## src/rtl/mem_access.sv

```systemverilog
// Memory-access pipeline stage: data-memory request/ack with byte-lane steering,
// load extension and a bounded wait, handing results on to write-back.
package mem_access_pkg;
  typedef struct packed {
    logic [31:0] pc;
    logic [4:0]  rd;
    logic        reg_write;
    logic [1:0]  wb_sel;
  } instr_structure;
endpackage

module mem_access
  import mem_access_pkg::*;
#(
  parameter int unsigned TIMEOUT_CYCLES = 16
) (
  input  logic           clk,
  input  logic           rst,
  input  logic           done_in,
  input  logic [31:0]    addr_in,
  input  logic [31:0]    wdata_in,
  input  instr_structure iCont_in,
  input  logic           mem_read,
  input  logic           mem_write,
  input  logic [1:0]     mem_size,
  input  logic           load_unsigned,
  output logic           busy,
  output logic           dmem_req,
  output logic           dmem_we,
  output logic [31:0]    dmem_addr,
  output logic [3:0]     dmem_be,
  output logic [31:0]    dmem_wdata,
  input  logic [31:0]    dmem_rdata,
  input  logic           dmem_ack,
  output logic [31:0]    rdata_out,
  output logic [31:0]    alu_out,
  output instr_structure iCont_out,
  output logic           done_out,
  output logic [1:0]     err_code
);

  typedef enum logic [0:0] {
    ST_IDLE = 1'b0,
    ST_WAIT = 1'b1
  } state_t;

  localparam logic [1:0] SZ_BYTE      = 2'b00;
  localparam logic [1:0] SZ_HALF      = 2'b01;
  localparam logic [1:0] SZ_WORD      = 2'b10;
  localparam logic [1:0] ERR_OK       = 2'b00;
  localparam logic [1:0] ERR_MISALIGN = 2'b01;
  localparam logic [1:0] ERR_TIMEOUT  = 2'b10;
  localparam logic [1:0] ERR_ILLEGAL  = 2'b11;
  localparam logic [7:0] CNT_LAST     = 8'(TIMEOUT_CYCLES - 1);

  function automatic logic [3:0] lane_be(input logic [1:0] size, input logic [1:0] k);
    case (size)
      SZ_BYTE: lane_be = 4'b0001 << k;
      SZ_HALF: lane_be = 4'b0011 << k;
      default: lane_be = 4'b1111;
    endcase
  endfunction

  function automatic logic [31:0] lane_wdata(input logic [1:0] size, input logic [31:0] data);
    case (size)
      SZ_BYTE: lane_wdata = {4{data[7:0]}};
      SZ_HALF: lane_wdata = {2{data[15:0]}};
      default: lane_wdata = data;
    endcase
  endfunction

  function automatic logic [31:0] load_extend(input logic [31:0] rdata, input logic [1:0] k,
                                              input logic [1:0] size, input logic uns);
    logic [31:0] sh;
    sh = rdata >> {k, 3'b000};
    case (size)
      SZ_BYTE: load_extend = uns ? {24'h000000, sh[7:0]} : {{24{sh[7]}}, sh[7:0]};
      SZ_HALF: load_extend = uns ? {16'h0000, sh[15:0]} : {{16{sh[15]}}, sh[15:0]};
      default: load_extend = sh;
    endcase
  endfunction

  state_t         state_r, state_nxt;
  logic [7:0]     cnt_r, cnt_nxt;
  logic [31:0]    addr_r, addr_nxt;
  logic [1:0]     size_r, size_nxt;
  logic           uns_r, uns_nxt;
  logic           read_r, read_nxt;
  instr_structure icont_hold_r, icont_hold_nxt;

  logic           req_r, req_nxt;
  logic           we_r, we_nxt;
  logic [31:0]    daddr_r, daddr_nxt;
  logic [3:0]     be_r, be_nxt;
  logic [31:0]    dwdata_r, dwdata_nxt;
  logic [31:0]    rdata_r, rdata_nxt;
  logic [31:0]    alu_r, alu_nxt;
  instr_structure icont_r, icont_nxt;
  logic           done_r, done_nxt;
  logic [1:0]     err_r, err_nxt;

  logic           mem_op_s;
  logic           illegal_s;
  logic           misalign_s;
  logic           imm_done_s;
  logic [1:0]     imm_err_s;

  // Classify the incoming op; anything not needing the memory completes at once
  assign mem_op_s   = mem_read | mem_write;
  assign illegal_s  = (mem_read & mem_write) | (mem_op_s & (mem_size == 2'b11));
  assign misalign_s = mem_op_s & (((mem_size == SZ_HALF) & addr_in[0]) |
                                  ((mem_size == SZ_WORD) & (addr_in[1:0] != 2'b00)));
  assign imm_done_s = illegal_s | misalign_s | ~mem_op_s;
  assign imm_err_s  = illegal_s ? ERR_ILLEGAL : (misalign_s ? ERR_MISALIGN : ERR_OK);

  // Next-state and next-output logic for the IDLE/WAIT handshake
  always_comb begin
    state_nxt      = state_r;
    cnt_nxt        = cnt_r;
    addr_nxt       = addr_r;
    size_nxt       = size_r;
    uns_nxt        = uns_r;
    read_nxt       = read_r;
    icont_hold_nxt = icont_hold_r;
    req_nxt        = req_r;
    we_nxt         = we_r;
    daddr_nxt      = daddr_r;
    be_nxt         = be_r;
    dwdata_nxt     = dwdata_r;
    rdata_nxt      = rdata_r;
    alu_nxt        = alu_r;
    icont_nxt      = icont_r;
    done_nxt       = 1'b0;
    err_nxt        = err_r;

    case (state_r)
      ST_IDLE: begin
        if (done_in) begin
          addr_nxt       = addr_in;
          size_nxt       = mem_size;
          uns_nxt        = load_unsigned;
          read_nxt       = mem_read;
          icont_hold_nxt = iCont_in;
          if (imm_done_s) begin
            done_nxt  = 1'b1;
            err_nxt   = imm_err_s;
            rdata_nxt = 32'h0000_0000;
            alu_nxt   = addr_in;
            icont_nxt = iCont_in;
          end else begin
            req_nxt    = 1'b1;
            we_nxt     = mem_write;
            daddr_nxt  = {addr_in[31:2], 2'b00};
            be_nxt     = lane_be(mem_size, addr_in[1:0]);
            dwdata_nxt = lane_wdata(mem_size, wdata_in);
            cnt_nxt    = 8'd0;
            state_nxt  = ST_WAIT;
          end
        end else begin
          state_nxt = ST_IDLE;
        end
      end
      ST_WAIT: begin
        // Ack takes priority over a timeout landing in the same cycle
        if (dmem_ack) begin
          req_nxt   = 1'b0;
          done_nxt  = 1'b1;
          err_nxt   = ERR_OK;
          rdata_nxt = read_r ? load_extend(dmem_rdata, addr_r[1:0], size_r, uns_r) : 32'h0000_0000;
          alu_nxt   = addr_r;
          icont_nxt = icont_hold_r;
          state_nxt = ST_IDLE;
        end else if (cnt_r == CNT_LAST) begin
          req_nxt   = 1'b0;
          done_nxt  = 1'b1;
          err_nxt   = ERR_TIMEOUT;
          rdata_nxt = 32'h0000_0000;
          alu_nxt   = addr_r;
          icont_nxt = icont_hold_r;
          state_nxt = ST_IDLE;
        end else begin
          cnt_nxt = cnt_r + 8'd1;
        end
      end
      default: begin
        req_nxt   = 1'b0;
        state_nxt = ST_IDLE;
      end
    endcase
  end

  // State, latched operands and registered outputs
  always_ff @(posedge clk or negedge rst) begin
    if (!rst) begin
      state_r      <= ST_IDLE;
      cnt_r        <= 8'd0;
      addr_r       <= 32'h0000_0000;
      size_r       <= 2'b00;
      uns_r        <= 1'b0;
      read_r       <= 1'b0;
      icont_hold_r <= '0;
      req_r        <= 1'b0;
      we_r         <= 1'b0;
      daddr_r      <= 32'h0000_0000;
      be_r         <= 4'b0000;
      dwdata_r     <= 32'h0000_0000;
      rdata_r      <= 32'h0000_0000;
      alu_r        <= 32'h0000_0000;
      icont_r      <= '0;
      done_r       <= 1'b0;
      err_r        <= 2'b00;
    end else begin
      state_r      <= state_nxt;
      cnt_r        <= cnt_nxt;
      addr_r       <= addr_nxt;
      size_r       <= size_nxt;
      uns_r        <= uns_nxt;
      read_r       <= read_nxt;
      icont_hold_r <= icont_hold_nxt;
      req_r        <= req_nxt;
      we_r         <= we_nxt;
      daddr_r      <= daddr_nxt;
      be_r         <= be_nxt;
      dwdata_r     <= dwdata_nxt;
      rdata_r      <= rdata_nxt;
      alu_r        <= alu_nxt;
      icont_r      <= icont_nxt;
      done_r       <= done_nxt;
      err_r        <= err_nxt;
    end
  end

  assign busy       = (state_r == ST_WAIT);
  assign dmem_req   = req_r;
  assign dmem_we    = we_r;
  assign dmem_addr  = daddr_r;
  assign dmem_be    = be_r;
  assign dmem_wdata = dwdata_r;
  assign rdata_out  = rdata_r;
  assign alu_out    = alu_r;
  assign iCont_out  = icont_r;
  assign done_out   = done_r;
  assign err_code   = err_r;

endmodule

```

## config.mk

```make
export PLATFORM = sky130hd
export DESIGN_NAME = mem_access
export DESIGN_NICKNAME = d
export VERILOG_FILES = /design/src/rtl/mem_access.sv
export SDC_FILE = /design/constraint.sdc
export NUM_CORES = 1
export LEC_CHECK = 0
export BUFFER_PORTS_ARGS = -buffer_cell sky130_fd_sc_hd__buf_2
export CAP_MARGIN = 20
export CORE_UTILIZATION = 50
export DETAILED_ROUTE_END_ITERATION = 12
export PLACE_DENSITY = 0.77
export SLEW_MARGIN = 40
export SYNTH_ARGS = -nofsm -noshare
export SYNTH_HDL_FRONTEND = slang
export SYNTH_SLANG_ARGS = --single-unit
```

## constraint.sdc

```tcl
create_clock -name clk -period 3.15 [get_ports clk]
set_input_delay 0.4725 -clock clk [delete_from_list [all_inputs] [get_ports clk]]
set_output_delay 0.4725 -clock clk [all_outputs]
set_load 0.02 [all_outputs]
```

==> impl_summary.md <==
Synthesis
Counting flops with an async set or reset pin after synthesis yields a share of 100%. The synthesized design spends more area on one cell type than any other, namely dfrtp_1. Yosys mapped a number of flops with a built-in enable equal to 0. The gate count of the mapped netlist is 1,001.

The top flip-flop cell by instance count after synthesis is dfrtp_1. The mean instance size in the synthesized netlist is 11.2 um^2. Counting flops and latches in the post-synthesis netlist gives 260. The Yosys step of the flow raised 0 warnings. Yosys attributes the largest share of cell area to dfrtp_1 58%, nand2_1 8.7%, o221a_2 6.1%. The number of distinct standard cells referenced by the synthesized netlist is 44. Summing every instance area after synthesis gives 0.0112 mm^2. The share of the synthesized area in the top cell type is 58.0%. The sequential-to-total area share from yosys stat is 58.0%.

STA
The transition time at the pin with the least slew margin is 0.692 ns. The final number of max-transition violations is 0. Setup repair after global routing left no endpoint under its margin. The max-slew headroom at the worst pin is 53.9%. Static timing analysis puts the maximum clock frequency at 0.457 GHz. The final sum of negative setup slack is 0 ns. Clock skew on the completed layout was measured at 0.0132 ns. After layout, the worst setup slack is 0.964 ns.

The final period demand of the worst path is 2.19 ns. The number of hold-slack violations in the final timing report is 0. Setup violations remaining at the end of the flow were counted as 0. The final worst-path cycle share is 69.4%.

Clocking
The later pin in the worst-skew pair is clocked with a latency of 0.53 ns. The clock transition at the registers of the reported paths is 0.06 ns. The clock net in this run drives a total of 260 sinks. In this run the deepest clock path goes through 3 buffers. TritonCTS built the clock tree.

Buffers inserted during clock tree synthesis total 27. CTS built an H-tree with a depth of 1. The buffer type at the clock tree root is clkbuf_16. The number of gates resized after CTS is 0.

Die
The height of the chip is 152 um. The site row count is 54. For this configuration, the core starts out at a cell density of 51.2%. The core region is 0.0219 mm^2. The die covers 0.0230 mm^2. The number of placed I/O pins is 323. Measured along the x axis, the die boundary spans 152 um.

Routing
Wires add up to 28,300 um. The wire length per cell after detailed routing is 17.7 um. Summing over every cut layer, the via total after detailed routing is 8,736. For this run, design rule violations remaining after detail routing come to 0.

In this run, the number of DRC markers left after iteration 0 of detailed routing was 458. The post-route antenna net violation count is 0. The first detailed-routing pass took 5 iterations. Dividing the detail-routed via count by the number of cells gives 5.46.

Finish
The post-route netlist has 39.0% of its cells at a drive strength greater than 1. The layout overhead on the synthesized area is 24.6%. The final non-filler cell total is 1,600.

After the last flow step, the layout net total stands at 1,444.

Status
The run finished with clean final reports.

Worst hold path
The worst hold endpoint is uns_r$_DFFE_PN0P_. The path category of the worst min-delay check is in -> reg. The number of cells on the worst hold path is 3. The worst min-delay path startpoint is load_unsigned.

Global route
Across every metal layer, demand over resource in global routing totals 24.2%. The number of antenna violations at the first check in global routing is 2. The maximum number of pins on one net before global-route repair is 96.

The via count of the first global-routing pass is 8,446. The wire length of the first global-routing pass is 44,100 um. Summed over all layers, the global routing overflow is 0.

Worst setup path
For the worst setup path, the data required time is 3.63 ns. The number of cell instances on the worst register-to-register path is 6. The number of buffers and inverters on the critical path is 2. Traced cell by cell, the critical path runs through or4_4, o21ai_4, a21oi_4, inv_4, buf_12, o221a_2.

The worst setup path is captured at a flop. Setup slack on the worst reg-to-reg path comes out at 0.96 ns. The endpoint identified for the worst register-to-register timing path is alu_out[19]$_DFFE_PN0P_. The library cell contributing the largest single delay on the critical path is or4_4.

The endpoint arrival time on the critical path is 2.66 ns. The critical register-to-register path startpoint is cnt_r[5]$_DFFE_PN0P_. The biggest fanout along the worst timing path is 38.

The longest individual stage delay on the worst path is 0.57 ns. The dominant delay contributor by cell family on the critical path is buffers and inverters. The worst setup path is launched from a flop. The type of the worst setup path is reg -> reg.

Place
After legalization and detailed placement, the total HPWL measured 19,000 um. The count of input and output buffers is 320. The cell total after placement is 1,548. The final weighted congestion of routability-driven global placement is 0.849. The pre-CTS worst setup slack is 0.834 ns.

Power and ir drop
In this run the static leakage power is 6.92 nW. The worst supply voltage drop on vdd is 0.000541 V. In this run the power density over the cells is 745 mW/mm^2. The overall power of the completed layout is 10.4 mW.

Run
The max-capacitance violation count is 0.
synth_stat cells, drive strengths merged, types with 4 or more instances:
library cell and n:
a21oi 20, a221o 16, a221oi 8, buf 34
clkbuf 39, dfrtp 260, inv 5, mux2 55
mux2i 33, nand2 259, nand2b 73, nand3 7
nor2 32, nor2b 4, o21ai 37, o221a 72
o2bb2ai 15, xor2 6
tightest hold or removal path, cell delays in order:
cell and delay, ns:
buf_2 0.08, nand2_1 0.04, nand2_1 0.05
cell type report:
cell class / count / area, um^2
clock buffers: 38 / 787
diodes: 2 / 5.00
fillers: 1751 / 7910
inverters: 5 / 21.3
multi-input cells: 664 / 4370
well taps: 280 / 350
clock inverters: 11 / 111
repair buffers: 340 / 1830
flip-flops and latches: 260 / 6510
worst max path at each step:
stage / slack, ns / startpoint / depth (start not counted) / end
6_report: 0.96 / cnt_r[5]$_DFFE_PN0P_ / 6 / alu_out[19]$_DFFE_PN0P_
5_1_grt: 0.88 / cnt_r[5]$_DFFE_PN0P_ / 6 / iCont_out[6]$_DFFE_PN0P_
4_1_cts: 0.78 / cnt_r[5]$_DFFE_PN0P_ / 5 / iCont_out[21]$_DFFE_PN0P_
3_5_place_dp: 0.83 / cnt_r[5]$_DFFE_PN0P_ / 5 / alu_out[19]$_DFFE_PN0P_
3_3_place_gp: 0.88 / cnt_r[4]$_DFFE_PN0P_ / 5 / err_code[1]$_DFFE_PN0P_
2_1_floorplan: 1.27 / addr_in[0] / 7 / alu_out[31]$_DFFE_PN0P_
registers in the layout (all words and copies together), names as in the netlist, 2 cells and up:
register / count
err_code: 2
rdata_out: 32
dmem_addr: 30
icont_hold_r: 40
size_r: 2
alu_out: 32
dmem_be: 4
dmem_wdata: 32
iCont_out: 40
addr_r: 32
cnt_r: 8
cell families (layout without fill, tap and decap cells):
family	Yosys count	count (layout)	synth area share, %
AND/OR/NAND/NOR	389	389	15.4
flip-flops	260	260	58.0
AO/OA/AOI/OAI	175	175	13.8
multiplexers	90	90	8.87
buffers and inverters	78	394	3.28
XOR/XNOR	6	6	0.468
adder cells (fa/ha/maj)	2	2	0.201
other	1	4	0.0334
routing by layer:
metal,vias to the layer above,global-route usage [%],wire length [um],share of wire (%)
li1,4100,-,-,-
met1,4276,33.4,12300,44
met2,302,38.4,13300,47
met3,58,4.94,1860,6.6
met4,0,7.72,797,2.8
met5,-,0,0,0
stage by stage:
| stage | instance area [um^2] | util [%] | hold WS (ns) |
|---|---|---|---|
| after CTS | 14000 | 63.8 | 0.118 |
| final | 14000 | 63.9 | 0.139 |
| after global routing | 14000 | 63.9 | 0.128 |
| after detailed placement | 13100 | 59.7 | 0.454 |
| after floorplan | 11200 | - | 0.177 |
| after global placement | 13100 | 59.7 | 0.447 |
report_power, final:
part	total (mW)	leakage, nW	internal, mW	switching, mW
Combinational	2.78	3.31	1.10	1.68
Sequential	4.41	3.16	4.04	0.374
Clock	3.22	0.448	1.90	1.32
Total	10.4	6.92	7.04	3.37
layout by cell type, fill, tap and decap left out, types with 7 or more instances in the layout:
master / n
a21oi_1: 19
mux2i_1: 33
a221o_1: 16
clkbuf_16: 27
dfrtp_1: 260
clkbuf_8: 7
nand3_1: 7
o21ai_0: 35
o2bb2ai_1: 15
nand2b_1: 72
mux2_2: 55
o221a_2: 61
buf_4: 13
nor2_1: 32
buf_2: 319
a221oi_1: 8
nand2_1: 258
o221a_1: 11
clkinv_2: 7
timing repair:
| item | CTS | global route |
|---|---|---|
| setup buffers | 0 | 0 |
| endpoints found under the hold margin | 75 | 0 |
| hold buffers | 1 | 0 |
No activity file was read; power rests on OpenSTA's default activity.
